--- src/rtl/record_packer.sv ---
// record_packer: assembles one packed record from keyed and default field write beats
module record_packer #(
  parameter  int NUM_BYTES = 2,
  parameter  int WORD_W    = 32,
  localparam int NF        = NUM_BYTES + 1,
  localparam int REC_W     = 8 * NUM_BYTES + WORD_W
) (
  input  logic              clk,
  input  logic              rst_n,
  input  logic              in_valid,
  output logic              in_ready,
  input  logic [1:0]        in_kind,
  input  logic [3:0]        in_idx,
  input  logic [WORD_W-1:0] in_data,
  input  logic              in_last,
  output logic              out_valid,
  input  logic              out_ready,
  output logic [REC_W-1:0]  out_rec,
  output logic [NF-1:0]     out_missing,
  output logic              out_bad_key,
  output logic [15:0]       out_count
);
  typedef enum logic {COLLECT, HOLD} state_t;
  state_t             state_q, state_d;
  logic               ready_q, ready_d, bad_q, bad_d, acc, is_key;
  logic [REC_W-1:0]   rec_q, rec_d;
  logic [NF-1:0]      keyed_q, keyed_d, filled_q, filled_d;
  logic [15:0]        count_q, count_d;
  assign acc    = in_valid & ready_q;
  assign is_key = in_kind == 2'd0;
  always_comb begin
    state_d  = state_q;
    rec_d    = rec_q;
    keyed_d  = keyed_q;
    filled_d = filled_q;
    bad_d    = bad_q;
    count_d  = count_q;
    if (state_q == HOLD) begin
      if (out_ready) begin
        rec_d    = '0;
        keyed_d  = '0;
        filled_d = '0;
        bad_d    = 1'b0;
        count_d  = count_q + 16'd1;
        state_d  = COLLECT;
      end
    end else if (acc) begin
      // kind bit 0 selects the byte default, bit 1 the word default; ALL_DEF has both
      for (int i = 0; i < NUM_BYTES; i++) begin
        if (is_key && in_idx == 4'(i)) begin
          rec_d[REC_W-1-8*i -: 8] = in_data[7:0];
          keyed_d[i]  = 1'b1;
          filled_d[i] = 1'b1;
        end else if (in_kind[0] && !keyed_q[i]) begin
          rec_d[REC_W-1-8*i -: 8] = in_data[7:0];
          filled_d[i] = 1'b1;
        end
      end
      if (is_key && in_idx == 4'(NUM_BYTES)) begin
        rec_d[WORD_W-1:0]   = in_data;
        keyed_d[NUM_BYTES]  = 1'b1;
        filled_d[NUM_BYTES] = 1'b1;
      end else if (in_kind[1] && !keyed_q[NUM_BYTES]) begin
        rec_d[WORD_W-1:0]   = in_data;
        filled_d[NUM_BYTES] = 1'b1;
      end
      bad_d   = bad_q | (is_key && in_idx >= 4'(NF));
      state_d = in_last ? HOLD : COLLECT;
    end
    ready_d = state_d == COLLECT;
  end
  always_ff @(posedge clk or negedge rst_n) begin
    if (!rst_n) begin
      state_q  <= COLLECT;
      ready_q  <= 1'b0;
      rec_q    <= '0;
      keyed_q  <= '0;
      filled_q <= '0;
      bad_q    <= 1'b0;
      count_q  <= '0;
    end else begin
      state_q  <= state_d;
      ready_q  <= ready_d;
      rec_q    <= rec_d;
      keyed_q  <= keyed_d;
      filled_q <= filled_d;
      bad_q    <= bad_d;
      count_q  <= count_d;
    end
  end
  assign in_ready    = ready_q;
  assign out_valid   = state_q == HOLD;
  assign out_rec     = rec_q;
  assign out_missing = out_valid ? ~filled_q : '0;
  assign out_bad_key = bad_q;
  assign out_count   = count_q;
endmodule

--- config.mk ---
export PLATFORM = sky130hd
export DESIGN_NAME = record_packer
export DESIGN_NICKNAME = d
export VERILOG_FILES = /design/src/rtl/record_packer.sv
export SDC_FILE = /design/constraint.sdc
export NUM_CORES = 1
export LEC_CHECK = 0
export BUFFER_PORTS_ARGS = -buffer_cell sky130_fd_sc_hd__clkbuf_2
export CORE_MARGIN = 4
export CORE_UTILIZATION = 45
export CTS_CLUSTER_DIAMETER = 50
export DETAILED_ROUTE_END_ITERATION = 16
export GPL_TIMING_DRIVEN = 0
export PLACE_DENSITY = 0.7
export SYNTH_ARGS = -nofsm -noshare
export SYNTH_HDL_FRONTEND = slang
export SYNTH_SLANG_ARGS = --single-unit
--- constraint.sdc ---
create_clock -name clk -period 4.4 [get_ports clk]
set_input_delay 0 -clock clk [delete_from_list [all_inputs] [get_ports clk]]
set_output_delay 0 -clock clk [all_outputs]
set_load 0.01 [all_outputs]
==> run metrics, run 1 <==
routability cong. a little over 0.8; skew final 0.00936 ns; hold path start in_idx[1]; number of max-cap violations 0; Root Driver clkbuf_8; layout cells sized above 1 just over 30%; r2r setup slk about 2.4 ns; number of synthesized flops with an enable pin 0; # clock sinks 73; # rows 30; crit path DAT roughly 2.5 ns; Final period util 50.6%; Top FF cell, synth dfrtp_1; Initial Util between 40% and 50%; status completed; most frequent cells in the layout clkbuf_2, dfrtp_1, nand2_1; core region area ~6800 µm²; Mapped Nets between 300 and 400; post-route setup slack approximately 2.2 ns; Leak roughly 2.3 nW; fmax approximately 450 MHz; H-tree Lvls 3; WS Path Type input pin to flip-flop; Remaining DRCs 0; Slew headroom 63.3%; Tot Pwr about 2.2 mW; WL/cell approximately 14 µm; Worst Path Required 4.65 ns; Yosys reg bits 73; sequential fraction of the synthesis area 57.3%; Worst-path clk slew 0.07 ns; final number of hold-violating endpoints 0; pre-CTS setup slack 2.39 ns; antenna diode instance count 0; setup bufs post-CTS 0; first-pass GRT wire length ~13 mm; Tightest Pin Transition between 0.5 and 0.6 ns; Setup TNS 0 ns; Post-DP HPWL ~5.2 mm; min Tclk post-route 2.23 ns; syn avg cell area around 11 µm²; Clk Latency, worst-skew pair 0.33 ns; Synth top area share 57.3%; crit end category flip-flop; pwr/cell area around 480 nW/µm²; TritonCTS clock tree done; worst hold slack around 0.037 ns; Synth-to-Final Area Change 42.8%; synth top area cells dfrtp_1, mux2i_1, nand2_1, xnor2_1, inv_1; Top Ports 113; worst hold path class input pin to flip-flop; CTS Buffer Depth 2; FF-to-FF Start out_valid$_DFF_PN0_; Final Max Tran Viols 0; Die Y just over 90 µm; most common cell after layout, fill and taps aside clkbuf_2; Post-CTS Resized 0; vias in the first global route 2695; vias per cell approximately 4.7; 1st-pass router iterations 4; synth warn 0; critical path fanouts, max 10; grt total ovfl 0; via count ~2600; antenna violations before repair 0; Final setup viols 0; Hold EP keyed_q[2]$_DFFE_PN0P_; r2r worst-path depth 5; R2R Path End out_bad_key$_DFFE_PN0P_; Yosys cell types 32; initial drt markers 68; Die ar. 8500 µm²; Yosys top cell by area dfrtp_1; ys async rst share between 90% and 100%; RSZ-0062 raised after global routing no; routed wire length 7.62 mm; Worst VDD drop about 0.25 mV; largest net degree at the start of global routing 60; Mapped Area between 3000 and 4000 µm²; Gate Count Post-Synth 284; CTS Buf Count 9; hold depth 2; Final nets 490; all-layer global routing usage about a fifth; IO Port Bufs 112; ANT nets after route 0; CP startpoint kind input pin; Die X 92.2 µm
-- cells in the mapped netlist (3+ instances only) --
cell	count
mux2i_1	48
dfrtp_1	73
buf_12	3
clkbuf_1	6
nor2_1	7
nand4_1	5
nand3_1	6
nand2_1	66
and3_1	5
inv_1	26
o21a_1	5
xnor2_1	14
-- sequential cells by signal, indices dropped and copies added, names as in the netlist --
| signal | count |
|---|---|
| filled_q | 3 |
| in_ready | 1 |
| keyed_q | 3 |
| out_bad_key | 1 |
| out_count | 16 |
| out_rec | 48 |
| out_valid | 1 |
-- metal layers --
metal / up-vias / share of wire [%] / global-route usage [%]
met5: - / 0 / 0
met4: 0 / 1.5 / 6.68
met3: 12 / 4.3 / 4.10
met2: 61 / 50 / 31.7
met1: 1245 / 44 / 24.3
li1: 1257 / - / -
-- area by class of cell --
cell class,count,area (µm²)
flip-flops and latches,73,1830
clock buffers,10,138
plain buffers,10,87.6
clock inverters,6,138
repair buffers,151,971
multi-input cells,175,1180
inverters,26,97.6
fillers,563,2280
well taps,96,120
-- worst max path at each step --
stage | start | to | slack [ns] | cells past startpoint
floorplan | in_kind[1] | out_rec[4]$_DFFE_PN0P_ | 2.72 | 5
global placement | in_kind[1] | out_rec[3]$_DFFE_PN0P_ | 2.46 | 6
detailed placement | in_kind[1] | out_rec[13]$_DFFE_PN0P_ | 2.39 | 6
CTS | in_kind[0] | out_rec[13]$_DFFE_PN0P_ | 2.21 | 7
global route | in_kind[0] | out_rec[6]$_DFFE_PN0P_ | 2.13 | 7
finish | in_kind[0] | out_rec[24]$_DFFE_PN0P_ | 2.17 | 7
-- power by group --
part / switching, mW / internal [mW]
clock network: 0.254 / 0.453
logic: 0.300 / 0.263
registers: 0.108 / 0.828
-- worst max-delay path: stages --
cell,delay [ns]
dlygate4sd3_1,0.54
clkbuf_2,0.12
or4_4,0.55
or3b_4,0.41
a21oi_4,0.44
buf_12,0.21
mux2i_1,0.20
-- stage by stage --
stage | std cells | instance area, µm² | utilization, %
2_1_floorplan | 284 | 3190 | -
3_3_place_gp | 492 | 3870 | 56.6
3_5_place_dp | 493 | 3900 | 57.1
4_1_cts | 547 | 4560 | 66.7
5_1_grt | 547 | 4560 | 66.7
6_report | 547 | 4560 | 66.7
-- timing repair --
item / CTS / global route
endpoints found under the hold margin: 124 / 0
hold buffers: 38 / 0
setup endpoints to repair: 0 / 0
-- cell families (layout without fill, tap and decap cells) --
family | after synthesis | in the layout | synth area share [%]
AND/OR/NAND/NOR | 97 | 97 | 13.6
adder cells (fa/ha/maj) | 1 | 1 | 0.392
XOR/XNOR | 15 | 15 | 4.12
AO/OA/AOI/OAI | 13 | 13 | 3.41
flip-flops | 73 | 73 | 57.3
multiplexers | 49 | 49 | 15.4
buffers and inverters | 36 | 203 | 5.81
No activity file was read; power rests on OpenSTA's default activity.
==> run 2, diff against run 1 <==
Settings changed: PLACE_DENSITY 0.7 to 0.73.
Clock period 4.4 ns to 2 ns, I/O delays scaled along.
==> run 2 against run 1 <==
  * Hold slack worse by 0.018 ns
  * Via count is 1.2% higher
  * Worst setup slack got worse by 2.1 ns
  * Sequential cell count stayed put
  * Routed wire length rose by 3.7%
  * Sequential power increased by 120%
  * Clock-buffer cell count unchanged
  * Clock skew increased by 0.0039 ns
  * Register-to-register slack worse by 2.3 ns
  * Core utilization fell by 0.90 points
  * Sequential share of layout area increased by 0.55 points
  * Largest cell class unchanged
  * Highest routed layer unchanged
==> run metrics, run 2 (same netlist as run 1, synthesis figures left out) <==
Worst VDD drop 0.492 mV (+98%); Worst Path Required 2.25 ns (-2.40 ns); Final period util 93.9%; placed cells 493 (unchanged); Synth-to-Final Area Change 40.9%; Die X 92.2 µm (unchanged); # rows 30 (unchanged); ANT nets after route 0 (unchanged); Top Ports 113 (unchanged); CP startpoint kind flip-flop; via count 2607 (+1.2%); vias per cell 4.77 (+1.2%); hold depth 2 (unchanged); WL/cell 14.4 µm (+3.7%); most common cell after layout, fill and taps aside clkbuf_2; skew final 0.0132 ns (+0.00388 ns); non-filler cells, final 547 (unchanged); register area 1830 µm² (unchanged); r2r worst-path depth 5 (unchanged); number of max-cap violations 0 (unchanged); Die ar. 8500 µm² (unchanged); RSZ-0062 raised after global routing no; H-tree Lvls 3 (unchanged); TritonCTS clock tree done; layout cells sized above 1 30.9% (+0.068 points); Fillers 567 (+0.71%); Setup TNS 0 ns (unchanged); Root Driver clkbuf_8; Slew headroom 61.5% (-1.9 points); crit path DAT 2.13 ns (-0.34 ns); antenna violations before repair 0 (unchanged); initial drt markers 61 (-10%); multi-input combinational cell area 1180 µm² (unchanged); pwr/cell area 1020 nW/µm² (+110%); Final Max Tran Viols 0 (unchanged); max reg flops 48 (unchanged); Final setup viols 0 (unchanged); 1st-pass router iterations 4 (unchanged); Worst-path clk slew 0.07 ns (about the same); Leak 2.31 nW (-1.5%); critical path fanouts, max 10 (unchanged); Initial Util 46.7% (unchanged); Remaining DRCs 0 (unchanged); Die Y 92.2 µm (unchanged); first-pass GRT wire length 13.3 mm (+4.3%); CTS Buf Count 9 (unchanged); WS Path Type flip-flop to flip-flop; fmax roughly 530 MHz; vias in the first global route 2737 (+1.6%); Post-DP HPWL 5.42 mm (+4.1%); fin util 65.8% (-0.90 points); largest net degree at the start of global routing 45 (-25%); crit end category flip-flop; most frequent cells in the layout clkbuf_2, dfrtp_1, nand2_1; Final nets 490 (unchanged); setup bufs post-CTS 0 (unchanged); Tightest Pin Transition 0.574 ns (+0.0277 ns); CTS Buffer Depth 2 (unchanged); Clk Latency, worst-skew pair 0.34 ns (about the same); IO Port Bufs 112 (unchanged); routed wire length 7.90 mm (+3.7%); grt total ovfl 0 (unchanged); min Tclk post-route 1.88 ns; core region area 6830 µm² (unchanged); worst hold path class input pin to flip-flop; final number of hold-violating endpoints 0 (unchanged); all-layer global routing usage 20.0% (+1.0 points); # clock sinks 73 (unchanged); status completed; routability cong. 0.793 (-4.5%)
## run 2: stage by stage
stage          power (mW)  setup slack [ns]  hold slack (ns)  area [µm²]
6_report             4.57             0.121           0.0188        4490
3_5_place_dp         3.28            0.0155         -0.00538        3890
4_1_cts              4.63             0.132           0.0118        4490
5_1_grt              4.85            0.0106           0.0326        4490
2_1_floorplan        2.70             0.316           -0.296        3190
3_3_place_gp         3.23            0.0561            0.219        3870
## run 2: worst max-delay path, stage by stage (launching register included)
cell     delay, ns
dfrtp_1       0.43
inv_1         0.21
nand3_1       0.29
a21oi_4       0.46
buf_12        0.20
mux2i_1       0.20
## run 2: area by class of cell
type / count / share of cell area (%)
diodes: 1 / 0.0557
clock inverters: 5 / 1.78
multi-input cells: 175 / 26.2
repair buffers: 151 / 21.4
flip-flops and latches: 73 / 40.6
clock buffers: 10 / 3.06
well taps: 96 / 2.67
inverters: 26 / 2.17
plain buffers: 10 / 1.98
## run 2: routing by layer
metal	GRT usage (%)	vias to the layer above	part of all wire (%)
met3	4.43	14	5.0
met1	24.7	1254	41
li1	-	1265	-
met5	0	-	0
met2	33.2	74	52
met4	9.53	0	2.1
## run 2: where the power goes
group / internal (mW) / leakage [nW] / switching, mW
logic: 0.574 / 1.26 / 0.673
clock network: 0.727 / 0.104 / 0.537
registers: 1.82 / 0.948 / 0.241
## run 2: timing repair
action | 4_1_cts | 5_1_grt
endpoints found under the hold margin | 80 | 0
gates resized for setup | 0 | 2
endpoints found under the setup margin | 0 | 1
hold buffers | 38 | 0
## run 2: path summary, 6_finish.rpt
path,slack [ns],end,startpoint
min in group asynchronous,0.17,out_rec[12]$_DFFE_PN0P_,rst_n
worst max-delay path,0.12,out_rec[25]$_DFFE_PN0P_,out_valid$_DFF_PN0_
worst min-delay path,0.02,keyed_q[2]$_DFFE_PN0P_,in_idx[1]
worst max register to register,0.12,out_rec[25]$_DFFE_PN0P_,out_valid$_DFF_PN0_
worst min register to register,0.48,out_bad_key$_DFFE_PN0P_,out_bad_key$_DFFE_PN0P_
max in group asynchronous,1.25,out_count[2]$_DFFE_PN0P_,rst_n
